**src/rtl/student_fir_out_pkg.sv**
```systemverilog
// Shared widths, saturation limits and helpers for the FIR output stage.
// Latency: none (constants and combinational functions only).
// Backpressure: not applicable.
package student_fir_out_pkg;

  localparam int DEF_DATA_IN_W  = 64;
  localparam int DEF_DATA_OUT_W = 16;
  localparam int CNT_W          = 16;

  localparam logic signed [DEF_DATA_OUT_W-1:0] SAT_MAX = 16'sh7FFF;
  localparam logic signed [DEF_DATA_OUT_W-1:0] SAT_MIN = 16'sh8000;
  localparam logic [CNT_W-1:0]                 CNT_MAX = '1;

  // Clamp a widened accumulator to the 16-bit sample range; MSB of the result flags a clip
  function automatic logic [DEF_DATA_OUT_W:0] sat16(input logic signed [DEF_DATA_IN_W:0] x);
    logic [DEF_DATA_OUT_W:0] res;
    if (x > (DEF_DATA_IN_W+1)'(SAT_MAX)) begin
      res = {1'b1, SAT_MAX};
    end else if (x < (DEF_DATA_IN_W+1)'(SAT_MIN)) begin
      res = {1'b1, SAT_MIN};
    end else begin
      res = {1'b0, x[DEF_DATA_OUT_W-1:0]};
    end
    return res;
  endfunction

  // Event counter step that sticks at all-ones instead of wrapping
  function automatic logic [CNT_W-1:0] cnt_inc(input logic [CNT_W-1:0] c, input logic ev);
    return (ev && (c != CNT_MAX)) ? c + CNT_W'(1) : c;
  endfunction

endpackage

```
**src/rtl/student_sync_fifo.sv**
```systemverilog
// Small synchronous FIFO with show-ahead head data and occupancy count.
// Latency: a push is visible in level and at the head on the next cycle.
// Backpressure: push while full is ignored unless a pop happens the same cycle.
module student_sync_fifo #(
  parameter int DATA_W = 16,
  parameter int DEPTH  = 4
) (
  input  logic                     clk,
  input  logic                     rst,
  input  logic                     push,
  input  logic [DATA_W-1:0]        push_dat,
  input  logic                     pop,
  output logic [DATA_W-1:0]        pop_dat,
  output logic                     full,
  output logic                     empty,
  output logic [$clog2(DEPTH):0]   level
);

  localparam int AW = $clog2(DEPTH);

  logic [DATA_W-1:0] mem [DEPTH];
  logic [AW-1:0]     wr_ptr;
  logic [AW-1:0]     rd_ptr;
  logic              do_push;
  logic              do_pop;

  assign full    = (level == (AW+1)'(DEPTH));
  assign empty   = (level == '0);
  assign do_pop  = pop & ~empty;
  // A pop frees the slot within the same cycle, so a full FIFO can still accept
  assign do_push = push & (~full | do_pop);
  assign pop_dat = mem[rd_ptr];

  // Storage, pointers and occupancy
  always_ff @(posedge clk) begin
    if (rst) begin
      wr_ptr <= '0;
      rd_ptr <= '0;
      level  <= '0;
      for (int i = 0; i < DEPTH; i++) mem[i] <= '0;
    end else begin
      if (do_push) begin
        mem[wr_ptr] <= push_dat;
        wr_ptr      <= wr_ptr + AW'(1);
      end
      if (do_pop) rd_ptr <= rd_ptr + AW'(1);
      level <= level + (AW+1)'(do_push) - (AW+1)'(do_pop);
    end
  end

endmodule

```
**src/rtl/student_fir_out_conv.sv**
```systemverilog
// FIR accumulator to 16-bit IIS sample: shift, optional round, saturate, queue, count events.
// Latency: strobe at N enters the FIFO at N+3; request at M answers at M+1.
// Backpressure: none upstream; a full FIFO drops new samples, an empty one repeats the last.
module student_fir_out_conv
  import student_fir_out_pkg::*;
#(
  parameter int DATA_IN_W  = DEF_DATA_IN_W,
  parameter int DATA_OUT_W = DEF_DATA_OUT_W,
  parameter int FIFO_DEPTH = 4,
  parameter int SHIFT_W    = 6
) (
  input  logic                          clk_i,
  input  logic                          rst_i,
  input  logic                          fir_valid_i,
  input  logic [DATA_IN_W-1:0]          fir_data_i,
  input  logic [SHIFT_W-1:0]            shift_i,
  input  logic                          round_en_i,
  input  logic                          iis_req_i,
  input  logic                          clr_cnt_i,
  output logic [DATA_OUT_W-1:0]         sample_o,
  output logic                          sample_valid_o,
  output logic [$clog2(FIFO_DEPTH):0]   fifo_level_o,
  output logic [CNT_W-1:0]              sat_cnt_o,
  output logic [CNT_W-1:0]              drop_cnt_o,
  output logic [CNT_W-1:0]              underrun_cnt_o
);

  logic                         s1_vld;
  logic [DATA_IN_W-1:0]         s1_dat;
  logic [SHIFT_W-1:0]           s1_shift;
  logic                         s1_round;
  logic                         s2_vld;
  logic signed [DATA_IN_W:0]    s2_dat;
  logic                         s3_vld;
  logic [DATA_OUT_W-1:0]        s3_dat;

  logic signed [DATA_IN_W:0]    rnd_add;
  logic signed [DATA_IN_W:0]    sum;
  logic signed [DATA_IN_W:0]    shifted;
  logic                         s2_sat;
  logic [DATA_OUT_W-1:0]        s2_clip;

  logic                         fifo_pop;
  logic                         fifo_full;
  logic                         fifo_empty;
  logic [DATA_OUT_W-1:0]        fifo_head;
  logic                         sat_evt;
  logic                         drop_evt;
  logic                         under_evt;

  // Round-half-up offset and arithmetic shift, one bit wider so the offset cannot overflow
  always_comb begin
    rnd_add = '0;
    if (s1_round && (s1_shift != '0)) begin
      rnd_add = (DATA_IN_W+1)'(1) << (s1_shift - SHIFT_W'(1));
    end
    sum     = $signed({s1_dat[DATA_IN_W-1], s1_dat}) + rnd_add;
    shifted = sum >>> s1_shift;
  end

  // Clip the scaled value to the sample range
  always_comb begin
    {s2_sat, s2_clip} = sat16(s2_dat);
  end

  // Three-stage pipeline; data registers only load behind a valid
  always_ff @(posedge clk_i) begin
    if (rst_i) begin
      s1_vld   <= 1'b0;
      s1_dat   <= '0;
      s1_shift <= '0;
      s1_round <= 1'b0;
      s2_vld   <= 1'b0;
      s2_dat   <= '0;
      s3_vld   <= 1'b0;
      s3_dat   <= '0;
    end else begin
      s1_vld <= fir_valid_i;
      s2_vld <= s1_vld;
      s3_vld <= s2_vld;
      if (fir_valid_i) begin
        s1_dat   <= fir_data_i;
        s1_shift <= shift_i;
        s1_round <= round_en_i;
      end
      if (s1_vld) s2_dat <= shifted;
      if (s2_vld) s3_dat <= s2_clip;
    end
  end

  // An empty FIFO never bypasses a same-cycle push to the requester
  assign fifo_pop  = iis_req_i & ~fifo_empty;
  assign sat_evt   = s2_vld & s2_sat;
  assign drop_evt  = s3_vld & fifo_full & ~fifo_pop;
  assign under_evt = iis_req_i & fifo_empty;

  student_sync_fifo #(
    .DATA_W (DATA_OUT_W),
    .DEPTH  (FIFO_DEPTH)
  ) u_fifo (
    .clk      (clk_i),
    .rst      (rst_i),
    .push     (s3_vld),
    .push_dat (s3_dat),
    .pop      (fifo_pop),
    .pop_dat  (fifo_head),
    .full     (fifo_full),
    .empty    (fifo_empty),
    .level    (fifo_level_o)
  );

  // Answer every request one cycle later; hold the last sample on underrun
  always_ff @(posedge clk_i) begin
    if (rst_i) begin
      sample_o       <= '0;
      sample_valid_o <= 1'b0;
    end else begin
      sample_valid_o <= iis_req_i;
      if (fifo_pop) sample_o <= fifo_head;
    end
  end

  // Debug event counters; clear beats a coincident increment
  always_ff @(posedge clk_i) begin
    if (rst_i || clr_cnt_i) begin
      sat_cnt_o      <= '0;
      drop_cnt_o     <= '0;
      underrun_cnt_o <= '0;
    end else begin
      sat_cnt_o      <= cnt_inc(sat_cnt_o, sat_evt);
      drop_cnt_o     <= cnt_inc(drop_cnt_o, drop_evt);
      underrun_cnt_o <= cnt_inc(underrun_cnt_o, under_evt);
    end
  end

endmodule

```
**config.mk**
```make
export PLATFORM = sky130hd
export DESIGN_NAME = student_fir_out_conv
export DESIGN_NICKNAME = d
export VERILOG_FILES = /design/src/rtl/student_fir_out_pkg.sv /design/src/rtl/student_sync_fifo.sv /design/src/rtl/student_fir_out_conv.sv
export SDC_FILE = /design/constraint.sdc
export NUM_CORES = 1
export LEC_CHECK = 0
export CAP_MARGIN = 20
export CELL_PAD_IN_SITES_DETAIL_PLACEMENT = 1
export CELL_PAD_IN_SITES_GLOBAL_PLACEMENT = 2
export CORE_MARGIN = 1
export CORE_UTILIZATION = 25
export DETAILED_ROUTE_END_ITERATION = 8
export GPL_TIMING_DRIVEN = 0
export PLACE_DENSITY = 0.56
export SETUP_SLACK_MARGIN = 0.15
export SKIP_CTS_REPAIR_TIMING = 1
export SYNTH_ARGS = -nofsm -noshare
export SYNTH_HDL_FRONTEND = slang
export SYNTH_HIERARCHICAL = 1
export SYNTH_SLANG_ARGS = --single-unit
export TNS_END_PERCENT = 100
```
**constraint.sdc**
```tcl
create_clock -name clk_i -period 15.6 [get_ports clk_i]
set_input_delay 2.34 -clock clk_i [delete_from_list [all_inputs] [get_ports clk_i]]
set_output_delay 2.34 -clock clk_i [all_outputs]
set_load 0.01 [all_outputs]
```
==> out/qor.csv, run 1 <==
stage,metric,value,unit
die,die-area,89900,µm²
power,finalPower,2.22,mW
drt,drc_errors,0,
logic_synthesis,synthCells,2734,
clock_tree,path_clk_slew,0.06,ns
die,initial_core_util,25.4,%
critical_path,arrival,10.52,ns
timing,fin_crit,10.04,ns
logic_synthesis,synth-edff-count,64,
drt,wire_per_inst,29.0,µm
logic_synthesis,syn_avg_cell_area,8.11,µm²
clock_tree,cts_root_buf,clkbuf_16,
die,ios,144,
place,port-buffer-count,142,
grt,grt_pass1_vias,23772,
critical_path,r2r-start,s1_shift[2]$_SDFFE_PP0P_,
power,p_leak,9.93,nW
timing,timing.final.crit_share,64.4,%
job,drv_cap,0,
grt,grt_pass1_wl,172,mm
clock_tree,clkLatencyLatePin,0.63,ns
final_layout,fin_util,30.3,%
hold_path,hold_path_class,reg2reg,
clock_tree,cts_buffers,39,
hold_path,whs_endpoint,sample_o[14]$_SDFFE_PP0P_,
critical_path,start_kind,flip-flop,
grt,antenna_found_initial,2,
timing,fin_setup_tns,0,ns
logic_synthesis,synthArstFlopShare,0,%
timing,fmax,0.0996,GHz
clock_tree,cts_buffer_depth,3,
logic_synthesis,ys_ff_latch,293,
final_layout,fillers,10376,
final_layout,multi_input_area,14800,µm²
drt,dr.first_iter.drc_count,1444,
grt,grt_max_degree,17,
logic_synthesis,syn_area,22200,µm²
die,die_y,300,µm
logic_synthesis,synthFlopType,dfxtp_1,
drt,wirelength,119,mm
timing,hold_viol,0,
clock_tree,cts_tree,built,
drt,drtPass1Iterations,5,
timing,grt_setup_unrepaired,false,
timing,max_slew.worst_pin.slew,1.29,ns
timing,finalSetupViolCount,0,
final_layout,register_area,6510,µm²
clock_tree,clock_sinks,293,
place,pre_cts_ws,5.84,ns
die,core,87300,µm²
run_status,status,finished clean,
timing,fin_ws,5.56,ns
critical_path,end_kind,flip-flop,
place,placed_cells,4042,
critical_path,worst_ep_required_time,16.07,ns
final_layout,final_nets,3075,
power,p_per_area,83.8,nW/µm²
critical_path,crit_start,s1_shift[2]$_SDFFE_PP0P_,
critical_path,r2r_cells,21,
drt,avgViaCountPerCell,5.59,
place,dp_hpwl,96.0,mm
timing,slew_headroom,13.6,%
die,num_rows,108,
hold_path,whs_path_depth,2,
grt,track_usage,26.0,%
die,dieWidth,300,µm
critical_path,path_class,reg2reg,
final_layout,n_antenna_cell,0,
logic_synthesis,synth_fp_nets,2880,
hold_path,hp-start,sample_o[14]$_SDFFE_PP0P_,
critical_path,rrSetupSlack,5.56,ns
final_layout,fin_cells,4110,
drt,antenna_left,0,
timing,slew_viol_final,0,
logic_synthesis,ys_types,110,
final_layout,drive_gt1_share,9.44,%
power,worst_ir_drop_vdd,74.4,µV
critical_path,r2r_end,s2_dat[10]$_SDFFE_PP0P_,
final_layout,syn_to_final_growth,19.3,%
clock_tree,htree_levels,2,
place,gp_congestion,0.942,
logic_synthesis,yosysWarnings,6,
logic_synthesis,seq_area_frac_synth,29.3,%
timing,fin_skew,0.0538,ns
critical_path,cp_max_fo,10,
grt,gr-total-overflow,0,
drt,vias,22989,
==> cells by family after synthesis <==
| group | after synthesis | share of synthesized area, % |
|---|---|---|
| AND/OR/NAND/NOR | 1115 | 23.5 |
| multiplexers | 232 | 12.6 |
| AO/OA/AOI/OAI | 721 | 22.4 |
| adder cells (fa/ha/maj) | 70 | 4.02 |
| buffers and inverters | 200 | 4.02 |
| XOR/XNOR | 102 | 4.10 |
| flip-flops | 293 | 29.3 |
| other | 1 | 0.0169 |
==> flip-flops by register name, summed over array words and instances, names as in the netlist, named ones only <==
register / flops
s2_vld: 1
s1_shift: 6
s1_dat: 64
u_fifo/mem: 64
s1_round: 1
s1_vld: 1
s3_dat: 16
underrun_cnt_o: 16
s3_vld: 1
u_fifo/rd_ptr: 2
u_fifo/wr_ptr: 2
sample_valid_o: 1
s2_dat: 65
u_fifo/level: 3
sat_cnt_o: 16
drop_cnt_o: 16
sample_o: 16
==> critical path, cell delays in order, from the launching register on <==
cell	delay, ns
dfxtp_1	0.59
buf_1	0.51
buf_6	0.24
clkbuf_1	0.61
buf_1	0.59
buf_1	0.78
nand2_1	0.88
nor2_1	0.29
ha_1	0.14
buf_2	0.23
nand4_1	0.19
nor4_1	0.71
nand4_1	0.23
a21oi_1	0.69
a211o_1	0.24
a31oi_2	0.16
xor2_1	0.82
nor2_1	0.09
a31o_1	0.22
a222oi_1	0.75
mux2i_1	0.50
a211o_1	0.39
==> cells in the mapped netlist (58+ instances only) <==
cell	n	share of area (%)
a21oi_1	199	4.5
and2_1	73	2.1
clkbuf_1	84	1.4
dfxtp_1	229	21
edfxtp_1	64	8.7
ha_1	68	3.8
mux2i_1	156	7.0
nand2_1	288	4.9
nand3_1	58	1.3
nand4_1	89	2.5
nor2_1	398	6.7
nor3_1	71	1.6
o21ai_0	111	2.5
==> worst max-delay path by stage <==
stage                                    to  cells after the start
floorplan           s2_dat[48]$_SDFFE_PP0P_                     20
global placement    s2_dat[10]$_SDFFE_PP0P_                     22
detailed placement  s2_dat[45]$_SDFFE_PP0P_                     20
CTS                 s2_dat[45]$_SDFFE_PP0P_                     20
global route        s2_dat[10]$_SDFFE_PP0P_                     21
finish              s2_dat[10]$_SDFFE_PP0P_                     21
==> final cells by class <==
type	count	area share, %
buffer	176	3.04
clock buffer	50	3.84
clock inverter	17	0.856
inverter	24	0.340
multi-input combinational	2241	55.9
sequential	293	24.6
tap	1155	5.46
timing repair buffer	154	5.98
==> cell usage in the layout, fill, tap and decap left out, types with 21 or more instances in the layout <==
cell and n:
nand4_1 89, o221ai_1 23, dfxtp_1 229, o21ai_1 25, xor2_1 57, nor3_1 71
ha_1 68, xnor2_1 43, buf_1 33, a21o_1 31, a21oi_1 199, buf_2 45
o22ai_1 23, mux2i_1 156, edfxtp_1 64, mux2_2 42, nor2_1 398, o211ai_1 42
nand3_1 58, clkdlybuf4s50_1 142, mux4_2 31, a211oi_1 33, nor4_1 23, inv_1 21
clkbuf_1 93, and2_1 73, o21a_1 22, clkbuf_16 39, o21ai_0 110, nand2_1 288
==> metrics by stage <==
| step | instance area (µm²) | hold WS (ns) |
|---|---|---|
| final | 26500 | 0.453 |
| after global placement | 25000 | 0.441 |
| after CTS | 26500 | 0.455 |
| after detailed placement | 25200 | 0.447 |
| after global routing | 26500 | 0.478 |
| after floorplan | 22200 | 0.426 |
==> power by group <==
| part | leakage (nW) | internal, mW | switching, mW | total, mW |
|---|---|---|---|---|
| registers | 2.53 | 0.808 | 0.0258 | 0.834 |
| clock network | 0.599 | 0.528 | 0.374 | 0.902 |
| logic | 6.80 | 0.153 | 0.328 | 0.481 |
==> per-layer routing <==
metal | vias up | track usage [%] | share of wire, %
met5 | - | 0 | 0
met4 | 0 | 12.8 | 5.3
met3 | 228 | 2.57 | 3.6
met2 | 614 | 44.8 | 48
met1 | 11617 | 32.1 | 43
li1 | 10530 | - | -
Power figures use the tool's default switching activity.
==> inputs of run 2 (changes only) <==
clock period = 9.4 ns   (was 15.6 ns; I/O delays follow)
==> run 2 against run 1 <==
Highest routed layer unchanged. Sequential share of layout area barely moved. Non-clock buffer count stayed put. Critical path depth up 1. First-iteration DRC count down 2.2%. Largest power group unchanged. Combinational power increased by 67%. Cell count unchanged. Utilization up 0.055 points. Wire length rose by 0.11%. Via count hardly changed. Clock power is 66% higher. Die area did not move. Worst hold slack unchanged.
==> out/qor.csv, run 2 (synthesis gave the netlist of run 1 again) <==
stage,metric,value,unit
critical_path,critical_path_depth,22,
job,drv_cap,0,
clock_tree,cts_root_buf,clkbuf_16,
clock_tree,clock_sinks,293,
power,p_per_area,139,nW/µm²
drt,wire_per_inst,29.1,µm
timing,fin_setup_tns,0,ns
place,pre_cts_ws,-0.359,ns
final_layout,reg.largest.list,"s2_dat x65, s1_dat x64, u_fifo/mem x64",
clock_tree,path_clk_slew,0.06,ns
critical_path,end_kind,flip-flop,
grt,track_usage,26.0,%
clock_tree,cts_buffers,39,
final_layout,final_common_cell,nor2_1,
grt,grt_max_degree,17,
clock_tree,cts_buffer_depth,3,
drt,wl_met2,57.8,mm
die,die_y,300,µm
place,dp_hpwl,96.0,mm
final_layout,fillers,10369,
hold_path,whs_endpoint,sample_o[14]$_SDFFE_PP0P_,
final_layout,multi_input_area,14800,µm²
drt,wirelength,119,mm
power,p_leak,9.96,nW
drt,vias,23007,
grt,antenna_found_initial,2,
drt,antenna_left,0,
final_layout,final_cell_mix,"nor2_1, nand2_1, dfxtp_1",
critical_path,r2r-start,s1_shift[1]$_SDFFE_PP0P_,
critical_path,start_kind,flip-flop,
critical_path,path_cells,clkbuf_1 > buf_1 > nor2_1 > nand2_1 > xnor2_1 > nor2_1 > nand3_1 > nor2_1 > ha_1 > buf_2 > a21oi_1 > o21ai_0 > a21oi_1 > o211ai_1 > o31ai_1 > xor2_1 > a221oi_1 > o22ai_1 > nand4b_1 > a41oi_1 > and2_1 > o221a_2,
drt,drc_errors,0,
drt,dr.first_iter.drc_count,1412,
timing,fmax,0.111,GHz
die,num_rows,108,
die,die-area,89900,µm²
hold_path,whs_path_depth,2,
place,port-buffer-count,142,
timing,timing.final.crit_share,96.1,%
power,worst_ir_drop_vdd,124,µV
final_layout,n_antenna_cell,0,
timing,finalSetupViolCount,0,
timing,slew_viol_final,0,
timing,grt_setup_unrepaired,false,
timing,fin_skew,0.0544,ns
critical_path,path_class,reg2reg,
drt,wirelength_met1,51.0,mm
die,ios,144,
grt,grt_pass1_vias,23772,
timing,max_slew.worst_pin.slew,1.28,ns
critical_path,worst_ep_required_time,9.93,ns
die,dieWidth,300,µm
critical_path,slowest_delay,1.09,ns
grt,grt_pass1_wl,172,mm
clock_tree,cts_tree,built,
drt,drtPass1Iterations,6,
final_layout,largest_reg_flops,65,
timing,slew_headroom,14.7,%
final_layout,regMostFlops,s2_dat,
drt,route.met3.wl,4.36,mm
hold_path,hp-start,sample_o[14]$_SDFFE_PP0P_,
run_status,status,finished clean,
drt,maxUsedRoutingLayer,met4,
critical_path,cp_max_fo,10,
drt,avgViaCountPerCell,5.60,
die,core,87300,µm²
final_layout,register_area,6510,µm²
timing,hold_viol,0,
timing,fin_crit,9.04,ns
clock_tree,clkLatencyLatePin,0.63,ns
grt,gr-total-overflow,0,
critical_path,rrSetupSlack,0.36,ns
place,gp_congestion,0.942,
critical_path,r2r_cells,22,
critical_path,critical_path.top_delay_family,compound AO/OA/AOI/OAI gates,
clock_tree,htree_levels,2,
critical_path,path_common_cell,nor2_1,
die,initial_core_util,25.4,%
critical_path,arrival,9.57,ns
final_layout,syn_to_final_growth,19.6,%
critical_path,path_buf_inv,3,
hold_path,hold_path_class,reg2reg,
final_layout,drive_gt1_share,9.81,%
critical_path,cp_slowest_cell,a221oi_1,
final_layout,final_nets,3075,
timing,fin_ws,0.364,ns
critical_path,r2r_end,s2_dat[45]$_SDFFE_PP0P_,
## run 2: cell count changes in the layout (fill, tap and decap cells not counted), moves of 2 or more
cell             delta
nand2_1             -5
nand2_2             +5
buf_1               -3
clkbuf_2            +3
clkbuf_1            -2
clkdlybuf4s15_1     +2
## run 2: layer usage
layer	vias up	global-route usage [%]
met5	-	0
met4	0	12.8
met3	225	2.57
met2	646	44.8
met1	11613	32.1
li1	10523	-
## run 2: area by class of cell
| type | count | area share (%) |
|---|---|---|
| multi-input combinational | 2241 | 55.9 |
| sequential | 293 | 24.5 |
| timing repair buffer | 154 | 5.97 |
| tap | 1155 | 5.45 |
| clock buffer | 50 | 3.84 |
| buffer | 176 | 3.09 |
| clock inverter | 17 | 0.854 |
| inverter | 24 | 0.340 |
## run 2: how the worst max path moves through the flow
stage / startpoint / end / slack [ns]
4_1_cts: s1_shift[1]$_SDFFE_PP0P_ / s2_dat[45]$_SDFFE_PP0P_ / -0.37
5_1_grt: s1_shift[2]$_SDFFE_PP0P_ / s2_dat[10]$_SDFFE_PP0P_ / 0.23
3_5_place_dp: s1_shift[1]$_SDFFE_PP0P_ / s2_dat[45]$_SDFFE_PP0P_ / -0.36
3_3_place_gp: s1_shift[1]$_SDFFE_PP0P_ / s2_dat[10]$_SDFFE_PP0P_ / -0.81
6_report: s1_shift[1]$_SDFFE_PP0P_ / s2_dat[45]$_SDFFE_PP0P_ / 0.36
2_1_floorplan: s1_shift[2]$_SDFFE_PP0P_ / s2_dat[48]$_SDFFE_PP0P_ / 3.91
## run 2: where the power goes
| group | switching [mW] | leakage [nW] | internal, mW | total (mW) |
|---|---|---|---|---|
| Clock | 0.620 | 0.599 | 0.877 | 1.50 |
| Combinational | 0.546 | 6.82 | 0.255 | 0.801 |
| Sequential | 0.0432 | 2.53 | 1.34 | 1.38 |
| Total | 1.21 | 9.96 | 2.47 | 3.68 |
## run 2: per-stage QoR
| stage | util [%] | power [mW] | instance area, µm² | hold slack [ns] | instances |
|---|---|---|---|---|---|
| 2_1_floorplan | - | 1.83 | 22200 | 0.426 | 2734 |
| 3_5_place_dp | 28.9 | 2.19 | 25200 | 0.447 | 4042 |
| 3_3_place_gp | 28.7 | 2.18 | 25000 | 0.441 | 4031 |
| 4_1_cts | 30.3 | 3.73 | 26500 | 0.455 | 4109 |
| 5_1_grt | 30.4 | 3.84 | 26500 | 0.478 | 4110 |
| 6_report | 30.4 | 3.68 | 26500 | 0.453 | 4110 |
## run 2: tightest hold or removal path, delay by kind of cell, from the launching register on
kind,cells,cell delay [ns]
and+or+nand+nor,1,0.05
AOI/OAI and AO/OA,1,0.05
DFF,1,0.30
